## src/rtl/gfx_planar_fetch_if.sv

```systemverilog
// Pixel-timing, VRAM read and RGB output bundle of gfx_planar_fetch.
// GFX_BORDER_EN adds the border colour input.
interface gfx_planar_fetch_if #(
    parameter int PLANES  = 3,
    parameter int VRAM_AW = 16
);
    logic                  ce_pix;
    logic [8:0]            h;
    logic [8:0]            v;
    logic                  vram_rd;
    logic [VRAM_AW-1:0]    vram_addr;
    logic [7:0]            vram_data;
    logic [16*PLANES-1:0]  pal;
    logic [2*PLANES-1:0]   mask;
    logic [7:0]            red;
    logic [7:0]            green;
    logic [7:0]            blue;
    logic                  de_out;
`ifdef GFX_BORDER_EN
    logic [7:0]            border;
`endif

    modport master (
`ifdef GFX_BORDER_EN
        output border,
`endif
        output ce_pix, h, v, vram_data, pal, mask,
        input  vram_rd, vram_addr, red, green, blue, de_out
    );

    modport slave (
`ifdef GFX_BORDER_EN
        input  border,
`endif
        input  ce_pix, h, v, vram_data, pal, mask,
        output vram_rd, vram_addr, red, green, blue, de_out
    );
endinterface

```

## src/rtl/gfx_planar_fetch.sv

```systemverilog
// Planar fg/bg VRAM prefetch (one group ahead), double-buffered bytes, palette compose.
// Optional GFX_BORDER_EN: border colour decoded outside the active area.
module gfx_planar_fetch #(
    parameter int          PLANES       = 3,
    parameter int          LINE_BYTES   = 24,
    parameter int          LINES        = 184,
    parameter logic [15:0] PLANE_STRIDE = 16'h1C00,
    parameter int          VRAM_AW      = 16
) (
    input logic clk,
    input logic reset,
    gfx_planar_fetch_if.slave bus
);
    localparam int NP = 2 * PLANES;
    localparam int KW = $clog2(NP + 1);

    typedef enum logic [1:0] {IDLE, REQ, LAST} state_t;

    state_t                 state_q, state_d;
    logic [KW-1:0]          k_q, k_d;
    logic [VRAM_AW-1:0]     addr_q, addr_d;
    logic [NP-1:0][7:0]     hold_q, hold_d;
    logic [NP-1:0][7:0]     cur_q, cur_d;
    logic                   clr_q, clr_d;
    logic [23:0]            rgb_q, rgb_d;
    logic                   de_q, de_d;

    logic [5:0]             col;
    logic [9:0]             row;
    logic                   in_grp, grp_start, load, active;
    logic [VRAM_AW-1:0]     base;
    logic [7:0]             c_fg, c_bg;
    logic [23:0]            pix_rgb, bord_rgb;

    function automatic logic [7:0] dec(input logic [7:0] c, input int i);
        return c[4+i] ? (c[i] ? 8'hFF : 8'h80) : 8'h00;
    endfunction

    // The group being fetched is the one after the pixel currently shown
    assign col       = bus.h[8:3] + 6'd1;
    assign row       = (col == 6'd0) ? {1'b0, bus.v} + 10'd1 : {1'b0, bus.v};
    assign in_grp    = (32'(col) < LINE_BYTES) && (32'(row) < LINES);
    assign grp_start = bus.ce_pix && (bus.h[2:0] == 3'd0);
    assign load      = bus.ce_pix && (bus.h[2:0] == 3'd7);
    assign active    = (32'(bus.h) < 8 * LINE_BYTES) && (32'(bus.v) < LINES);
    assign base      = VRAM_AW'(32'(row) * LINE_BYTES + 32'(col));

    always_comb begin
        state_d       = state_q;
        k_d           = k_q;
        addr_d        = addr_q;
        hold_d        = hold_q;
        cur_d         = cur_q;
        clr_d         = clr_q;
        bus.vram_rd   = 1'b0;
        bus.vram_addr = '0;
        case (state_q)
            IDLE: if (grp_start && in_grp) begin
                state_d = REQ;
                k_d     = '0;
                addr_d  = base;
            end
            REQ: begin
                bus.vram_rd   = 1'b1;
                bus.vram_addr = addr_q;
                addr_d        = addr_q + VRAM_AW'(PLANE_STRIDE);
                k_d           = k_q + KW'(1);
                // Data for the previous request arrives now
                if (k_q != '0) hold_d[k_q - KW'(1)] = bus.vram_data;
                if (k_q == KW'(NP - 1)) state_d = LAST;
            end
            LAST: begin
                hold_d[NP-1] = bus.vram_data;
                state_d      = IDLE;
            end
            default: state_d = IDLE;
        endcase
        // Latest group decides whether the coming load shows blank
        if (grp_start) clr_d = !in_grp;
        if (load) begin
            cur_d = clr_q ? '0 : hold_q;
            if (clr_q) hold_d = '0;
        end
    end

    always_comb begin
        c_fg = '0;
        c_bg = '0;
        for (int k = 0; k < NP; k++) begin
            if (bus.mask[k] && cur_q[k][bus.h[2:0]]) begin
                if (k < PLANES) c_fg = c_fg | bus.pal[8*k +: 8];
                else            c_bg = c_bg | bus.pal[8*k +: 8];
            end
        end
        pix_rgb  = '0;
        bord_rgb = '0;
        for (int i = 0; i < 3; i++) begin
            pix_rgb[8*(2-i) +: 8] = (dec(c_fg, i) != 8'h00) ? dec(c_fg, i) : dec(c_bg, i);
`ifdef GFX_BORDER_EN
            bord_rgb[8*(2-i) +: 8] = dec(bus.border, i);
`endif
        end
        rgb_d = rgb_q;
        de_d  = de_q;
        if (bus.ce_pix) begin
            de_d  = active;
            rgb_d = active ? pix_rgb : bord_rgb;
        end
    end

    always_ff @(posedge clk) begin
        if (reset) begin
            state_q <= IDLE;
            k_q     <= '0;
            addr_q  <= '0;
            hold_q  <= '0;
            cur_q   <= '0;
            clr_q   <= 1'b0;
            rgb_q   <= '0;
            de_q    <= 1'b0;
        end else begin
            state_q <= state_d;
            k_q     <= k_d;
            addr_q  <= addr_d;
            hold_q  <= hold_d;
            cur_q   <= cur_d;
            clr_q   <= clr_d;
            rgb_q   <= rgb_d;
            de_q    <= de_d;
        end
    end

    assign bus.red    = rgb_q[23:16];
    assign bus.green  = rgb_q[15:8];
    assign bus.blue   = rgb_q[7:0];
    assign bus.de_out = de_q;
endmodule

```

## src/flat_wrapper.sv

```systemverilog
// flat-port wrapper written by rule: the top's interface ports become plain ports
module gfx_planar_fetch_flat 
#(
    parameter int          PLANES       = 3,
    parameter int          LINE_BYTES   = 24,
    parameter int          LINES        = 184,
    parameter logic [15:0] PLANE_STRIDE = 16'h1C00,
    parameter int          VRAM_AW      = 16
)
  (clk, reset, bus_ce_pix, bus_h, bus_v, bus_vram_data, bus_pal, bus_mask, bus_vram_rd, bus_vram_addr, bus_red, bus_green, bus_blue, bus_de_out);
  gfx_planar_fetch_if #(.PLANES(PLANES), .VRAM_AW(VRAM_AW)) bus_i ();
  input logic clk;
  input logic reset;
  input wire logic [$bits(bus_i.ce_pix)-1:0] bus_ce_pix;
  input wire logic [$bits(bus_i.h)-1:0] bus_h;
  input wire logic [$bits(bus_i.v)-1:0] bus_v;
  input wire logic [$bits(bus_i.vram_data)-1:0] bus_vram_data;
  input wire logic [$bits(bus_i.pal)-1:0] bus_pal;
  input wire logic [$bits(bus_i.mask)-1:0] bus_mask;
  output wire logic [$bits(bus_i.vram_rd)-1:0] bus_vram_rd;
  output wire logic [$bits(bus_i.vram_addr)-1:0] bus_vram_addr;
  output wire logic [$bits(bus_i.red)-1:0] bus_red;
  output wire logic [$bits(bus_i.green)-1:0] bus_green;
  output wire logic [$bits(bus_i.blue)-1:0] bus_blue;
  output wire logic [$bits(bus_i.de_out)-1:0] bus_de_out;
  assign bus_i.ce_pix = bus_ce_pix;
  assign bus_i.h = bus_h;
  assign bus_i.v = bus_v;
  assign bus_i.vram_data = bus_vram_data;
  assign bus_i.pal = bus_pal;
  assign bus_i.mask = bus_mask;
  assign bus_vram_rd = bus_i.vram_rd;
  assign bus_vram_addr = bus_i.vram_addr;
  assign bus_red = bus_i.red;
  assign bus_green = bus_i.green;
  assign bus_blue = bus_i.blue;
  assign bus_de_out = bus_i.de_out;
  gfx_planar_fetch #(.PLANES(PLANES), .LINE_BYTES(LINE_BYTES), .LINES(LINES), .PLANE_STRIDE(PLANE_STRIDE), .VRAM_AW(VRAM_AW)) u_core (.clk(clk), .reset(reset), .bus(bus_i));
endmodule
```

## config.mk

```make
export PLATFORM = sky130hd
export DESIGN_NAME = gfx_planar_fetch_flat
export DESIGN_NICKNAME = d
export VERILOG_FILES = /design/src/rtl/gfx_planar_fetch_if.sv /design/src/rtl/gfx_planar_fetch.sv /design/src/flat_wrapper.sv
export SDC_FILE = /design/constraint.sdc
export NUM_CORES = 1
export LEC_CHECK = 0
export CAP_MARGIN = 20
export CORE_MARGIN = 10
export CORE_UTILIZATION = 45
export CTS_CLUSTER_DIAMETER = 40
export DETAILED_ROUTE_END_ITERATION = 8
export PLACE_DENSITY_LB_ADDON = 0.25
export SLEW_MARGIN = 40
export SYNTH_ARGS = -nofsm -noshare
export SYNTH_HDL_FRONTEND = slang
export SYNTH_SLANG_ARGS = --single-unit
```

## constraint.sdc

```tcl
create_clock -name clk -period 12.3 [get_ports clk]
set_clock_uncertainty 0.2 [all_clocks]
set_input_delay 2.46 -clock clk [delete_from_list [all_inputs] [get_ports clk]]
set_output_delay 2.46 -clock clk [all_outputs]
set_load 0.02 [all_outputs]
```

==> results of run 1 <==
## final cells by class
cell class | count | area [sq um]
inverter | 29 | 109
fill | 1488 | 6810
sequential | 125 | 2500
clock inverter | 12 | 160
tap | 216 | 270
timing repair buffer | 121 | 1190
clock buffer | 19 | 453
multi-input combinational | 649 | 4270
## cell usage after synthesis (3+ instances only)
master    number  area (sq um)
and4_1         3          26.3
a21o_1         7          52.6
nor3_1        11          55.1
nor2_1        85           319
a211oi_1      14           105
a22oi_1       13          97.6
nand2_1      147           552
ha_1          27           338
mux2i_1       52           521
xor2_1        11          96.3
nand4_1        3          18.8
mux4_2        12           270
buf_1         14          52.6
nor2b_1       12          75.1
buf_2          4          20.0
o22ai_1        3          18.8
and2_1        18           113
dfxtp_1      125          2500
nor4_1         4          25.0
or2_2          3          18.8
clkbuf_1      28           105
nand3_1       16          80.1
a311oi_1       3          26.3
and3_1         5          31.3
a222oi_1       8          80.1
o21ai_0       22           110
buf_4         19           143
xnor2_1       20           175
o211a_1        4          40.0
a211o_1        4          35.0
a21oi_1       79           395
nand2b_1       8          50.1
inv_1         28           105
o21a_1         3          22.5
## per-stage QoR
stage	cells	total power [W]	hold slack [ps]	setup WS (ps)	instance area (sq um)
after global routing	1171	0.00109	266	5040	8960
final	1171	0.00105	250	5310	8960
after CTS	1170	0.00106	252	5380	8950
after global placement	1139	0.000545	238	4970	8330
after detailed placement	1139	0.000545	241	4980	8330
after floorplan	869	0.000497	231	6110	7210
## sequential cells by signal, indices dropped and copies added (netlist names)
signal,cells
u_core.state_q,2
u_core.bus.de_out,1
u_core.addr_q,16
u_core.rgb_q,6
u_core.k_q,3
u_core.hold_q,48
u_core.clr_q,1
u_core.cur_q,48
## cell families after synthesis
kind of cell | count (synthesis) | synth area share, %
and+or+nand+nor | 330 | 20.6
AOI/OAI and AO/OA | 193 | 18.2
DFF | 125 | 34.7
buffers and inverters | 95 | 6.11
muxes | 65 | 11.2
xor gates and xnor gates | 33 | 4.22
adders and majority gates | 28 | 4.96
## critical path: cells and delay by family
family	cells	cell delay, ps
AND/OR/NAND/NOR	6	1620
AO/OA/AOI/OAI	5	1330
buffers and inverters	2	700
adder cells (fa/ha/maj)	2	660
XOR/XNOR	1	310
## power breakdown
part           internal, W  switching [W]
Clock             0.000330       0.000182
Sequential        0.000406    0.000000653
Combinational    0.0000569      0.0000744
## metal layers
layer / share of wire (%) / vias to the layer above / GRT usage, % / routed length, microns
met3: 5.8 / 14 / 4.23 / 1120
met5: 0 / - / 0 / 0
met4: 1.0 / 0 / 4.25 / 192
met1: 48 / 3044 / 23.3 / 9230
met2: 45 / 209 / 27.6 / 8750
li1: - / 3181 / - / -
## path summary, 6_finish.rpt
check	to	cells past startpoint	slack [ps]
min reg2reg	u_core.cur_q[26]	2	250
max reg2reg	u_core.rgb_q[14]	9	9810
max	u_core.addr_q[14]	16	5310
min	u_core.cur_q[26]	2	250
==> summary.md, run 1 <==
| Metric | Value |
|---|---|
| Status | complete, no violations |
| Pins over their slew limit | 0 |
| WP data arrival | 7090 ps |
| CP max FO | 8 |
| Setup TNS | 0 ps |
| Setup Viol. Count Final | 0 |
| Worst setup startpoint | bus_h[3] |
| Routability cong. | 0.896 |
| Die H | 147 microns |
| PostCTS Resize Cnt | 0 |
| Critical Path RT | approximately 12000 ps |
| Syn Nets | between 900 and 1000 |
| Final Cycle Share | 56.9% |
| Critical Path End Type | flip-flop |
| Worst Tran Pin Value | 817 ps |
| Post-route DRC | 0 |
| Vias in the first global route | 6147 |
| DR WL/cell | 16.5 microns |
| First-pass GRT wire length | 31.3 mm |
| All-Layer GR Usage | roughly 17% |
| Count of final hold-check violations | 0 |
| Clock root cell | clkbuf_16 |
| Most frequent cells in the layout | 146 x nand2_1, 125 x dfxtp_1, 112 x clkdlybuf4s50_1 |
| TritonCTS clock tree | yes |
| Initial antenna violation count | 0 |
| YS warnings | 0 |
| Mean Syn Cell Area | 8.29 sq um |
| TritonCTS buffer count | 17 |
| Final net count | 1054 |
| TritonRoute pass-1 iters | 5 |
| Worst-skew pair later-pin latency | roughly 410 ps |
| Fmax | 143 MHz |
| Port-buffer cells | around 110 |
| Peak supply drop | 0.000105 V |
| Largest net degree at the start of global routing | just under 100 |
| DPL Wire Length | 13.8 mm |
| RSZ-0062 raised after global routing | false |
| FF+latch count, synth | 125 |
| Critical path, cell by cell | clkdlybuf4s50_1 -> ha_1 -> nor4b_1 -> a41oi_2 -> a211oi_4 -> xor2_1 -> ha_1 -> nand3_1 -> a211oi_1 -> a311oi_1 -> inv_1 -> or3_1 -> and4_1 -> and3_1 -> and4_1 -> o221a_1 |
| CP max stage delay | about 550 ps |
| H-Tree Depth | 4 |
| I/O pins | 125 |
| CTS Hold Buffers Added | 0 |
| Hold crit path type | reg2reg |
| Initial DRC Count | approximately 480 |
| Startpoint types | input pin |
| Maximum clock insertion buffer count | 2 |
| Avg Vias per Cell | about 5.5 |
| Die W | 147 microns |
| # Post-CTS Setup Buffers | 0 |
| Yosys cell types | 79 |
| Fraction of layout cells with a size suffix above 1 | 7.85% |
| Mapped cell area | around 7200 sq um |
| Die area | ~21000 sq um |
| Via count | 6448 |
| Leak pwr | 3.42 nW |
| Hold path startpoint | u_core.hold_q[26] |
| Final core occ | 56.8% |
| Most common cell after layout, fill and taps aside | nand2_1 |
| TritonCTS sink count | 125 |
| Seq/Total Area, Yosys | 34.7% |
| Post-Route WL | 19.3 mm |
| Global route overflow | 0 |
| EDFF count, synth | 0 |
| Mapped Cells | 869 |
| Final ANT Viol Nets | 0 |
| Diodes inserted | 0 |
| Max-slew headroom | 45.4% |
| Top_reg_cell synth | dfxtp_1 |
| Clock slew at reported path FFs | 60 ps |
| PwrDens | 117 nW/um^2 |
| WS Path Type | in2reg |
| Crit Reg-Reg Startpoint | u_core.cur_q[31] |
| Slowest cell on the critical path | clkdlybuf4s50_1 |
| Max-cap violation count | 0 |
| Area growth from synthesis to layout | 24.3% |
| Async S/R FF share, synth | 0% |
| Initial Util | a little under half |
| Core Area | 15800 sq um |
| Row cnt | 46 |
| Min Tclk post-route | 6990 ps |
Note: power is estimated with default switching activity, not from simulation.
==> inputs of run 2 (changes only) <==
Clock period 12.3 ns to 7.25 ns, I/O delays scaled along.
==> summary.md, run 2 (synthesis gave the netlist of run 1 again) <==
| Metric | Value |
|---|---|
| Status | complete, no violations |
| Clock root cell | clkbuf_16 |
| WP data arrival | ~6100 ps |
| Pins over their slew limit | 0 |
| PostCTS Resize Cnt | 0 |
| Most common cell after layout, fill and taps aside | nand2_1 |
| Initial DRC Count | 482 |
| Max-cap violation count | 0 |
| Largest net degree at the start of global routing | 71 |
| WS Path Type | in2reg |
| Die W | 147 microns |
| # Post-CTS Setup Buffers | 0 |
| Max Used Layer | met4 |
| Final Cycle Share | 82.8% |
| Final net count | 1054 |
| Metal3 WL | a little over 1 mm |
| Global route overflow | 0 |
| Max-slew headroom | 46.8% |
| Vias in the first global route | 6049 |
| PwrDens | 199 nW/um^2 |
| Initial antenna violation count | 0 |
| Fmax | 167 MHz |
| Placed inst area | 8340 sq um |
| Die area | 21500 sq um |
| Post-route DRC | 0 |
| FF+latch area | 2500 sq um |
| Post-Layout Cell Count | 1172 |
| Top flop regs | u_core.cur_q (48), u_core.hold_q (48), u_core.addr_q (16) |
| TritonCTS clock tree | yes |
| Row cnt | 46 |
| Met2 wire length | between 8 and 9 mm |
| First-pass GRT wire length | 31.2 mm |
| Port-buffer cells | ~110 |
| CP max FO | 8 |
| Post-Route WL | 19.1 mm |
| Hold crit path type | reg2reg |
| Count of final hold-check violations | 0 |
| Placed Cells | approximately 1100 |
| Critical Path End Type | flip-flop |
| FILL cells | 1506 |
| Worst-skew pair later-pin latency | 420 ps |
| Setup TNS | 0 ps |
| DPL Wire Length | approximately 14 mm |
| Die H | approximately 150 microns |
| Setup Viol. Count Final | 0 |
| Worst Tran Pin Value | 795 ps |
| H-Tree Depth | 4 |
| Avg Vias per Cell | approximately 5.4 |
| Post-route cell area | 8950 sq um |
| Routability cong. | roughly 0.89 |
| Startpoint types | input pin |
| DP Worst Slack | between 900 and 1000 ps |
| Peak supply drop | 0.000200 V |
| Diodes inserted | 0 |
| Slack of the critical path | 1250 ps |
| TritonCTS sink count | 125 |
| All-Layer GR Usage | 17.5% |
| DR WL/cell | ~16 microns |
| CTS Hold Buffers Added | 0 |
| Leak pwr | between 3 and 4 nW |
| Critical Path RT | 7370 ps |
| Most frequent cells in the layout | 146 x nand2_1, 125 x dfxtp_1, 112 x clkdlybuf4s50_1 |
| RSZ-0062 raised after global routing | false |
| Fraction of layout cells with a size suffix above 1 | 7.74% |
| Wl on met1 | about 9.3 mm |
| Area growth from synthesis to layout | 24.2% |
| Multi-input gate area | 4270 sq um |
| Core Area | 15800 sq um |
| Via count | 6376 |
| Maximum clock insertion buffer count | 2 |
| Final ANT Viol Nets | 0 |
| TritonRoute pass-1 iters | 5 |
| Min Tclk post-route | 6000 ps |
| Initial Util | roughly 46% |
| I/O pins | 125 |
| TritonCTS buffer count | 17 |
| Clock slew at reported path FFs | around 60 ps |
==> run 2: changes by cell type in the layout (fill, tap and decap cells not counted), sizes merged <==
cell and change:
inv +4, clkbuf -1, clkinv -3, clkinvlp +1
==> run 2: per-layer routing <==
metal	vias to the layer above	track usage, %
met5	-	0
met4	0	5.11
met3	20	4.23
met2	160	27.7
met1	3014	23.2
li1	3182	-
==> run 2: stage by stage <==
stage | utilization [%] | hold slack, ps | power [W]
2_1_floorplan | - | 231 | 0.000844
3_3_place_gp | 52.9 | 239 | 0.000923
3_5_place_dp | 52.9 | 243 | 0.000924
4_1_cts | 56.7 | 252 | 0.00180
5_1_grt | 56.8 | 262 | 0.00186
6_report | 56.8 | 245 | 0.00179
==> run 2: final cells by class <==
class                   count  area share (%)
clock inverters            14            2.01
flip-flops and latches    125            28.0
clock buffers              18            4.80
repair buffers            121            13.3
inverters                  29            1.22
multi-input cells         649            47.7
well taps                 216            3.02
==> run 2: path summary, 6_finish.rpt <==
check,slack (ps),endpoint,start,cells after the start
max,1250,u_core.addr_q[15],bus_h[3],17
min reg2reg,250,u_core.cur_q[22],u_core.hold_q[22],2
max reg2reg,4770,u_core.rgb_q[14],u_core.cur_q[31],9
min,250,u_core.cur_q[22],u_core.hold_q[22],2
==> run 2: power by group <==
group | total (W) | switching [W] | internal, W
clock | 0.000875 | 0.000327 | 0.000548
sequential | 0.000690 | 0.00000104 | 0.000689
combinational | 0.000221 | 0.000124 | 0.0000962
==> run 2: critical path: stages <==
cell,delay (ps)
clkdlybuf4s50_1,570
ha_1,350
nor4b_1,480
a41oi_2,210
a211oi_4,450
nand2_1,120
xnor2_1,300
ha_1,380
a21o_1,200
a21o_1,210
a31oi_1,260
a31oi_1,70
o21ai_1,220
xnor2_1,220
o2bb2ai_1,180
a41oi_1,180
nor4_1,290
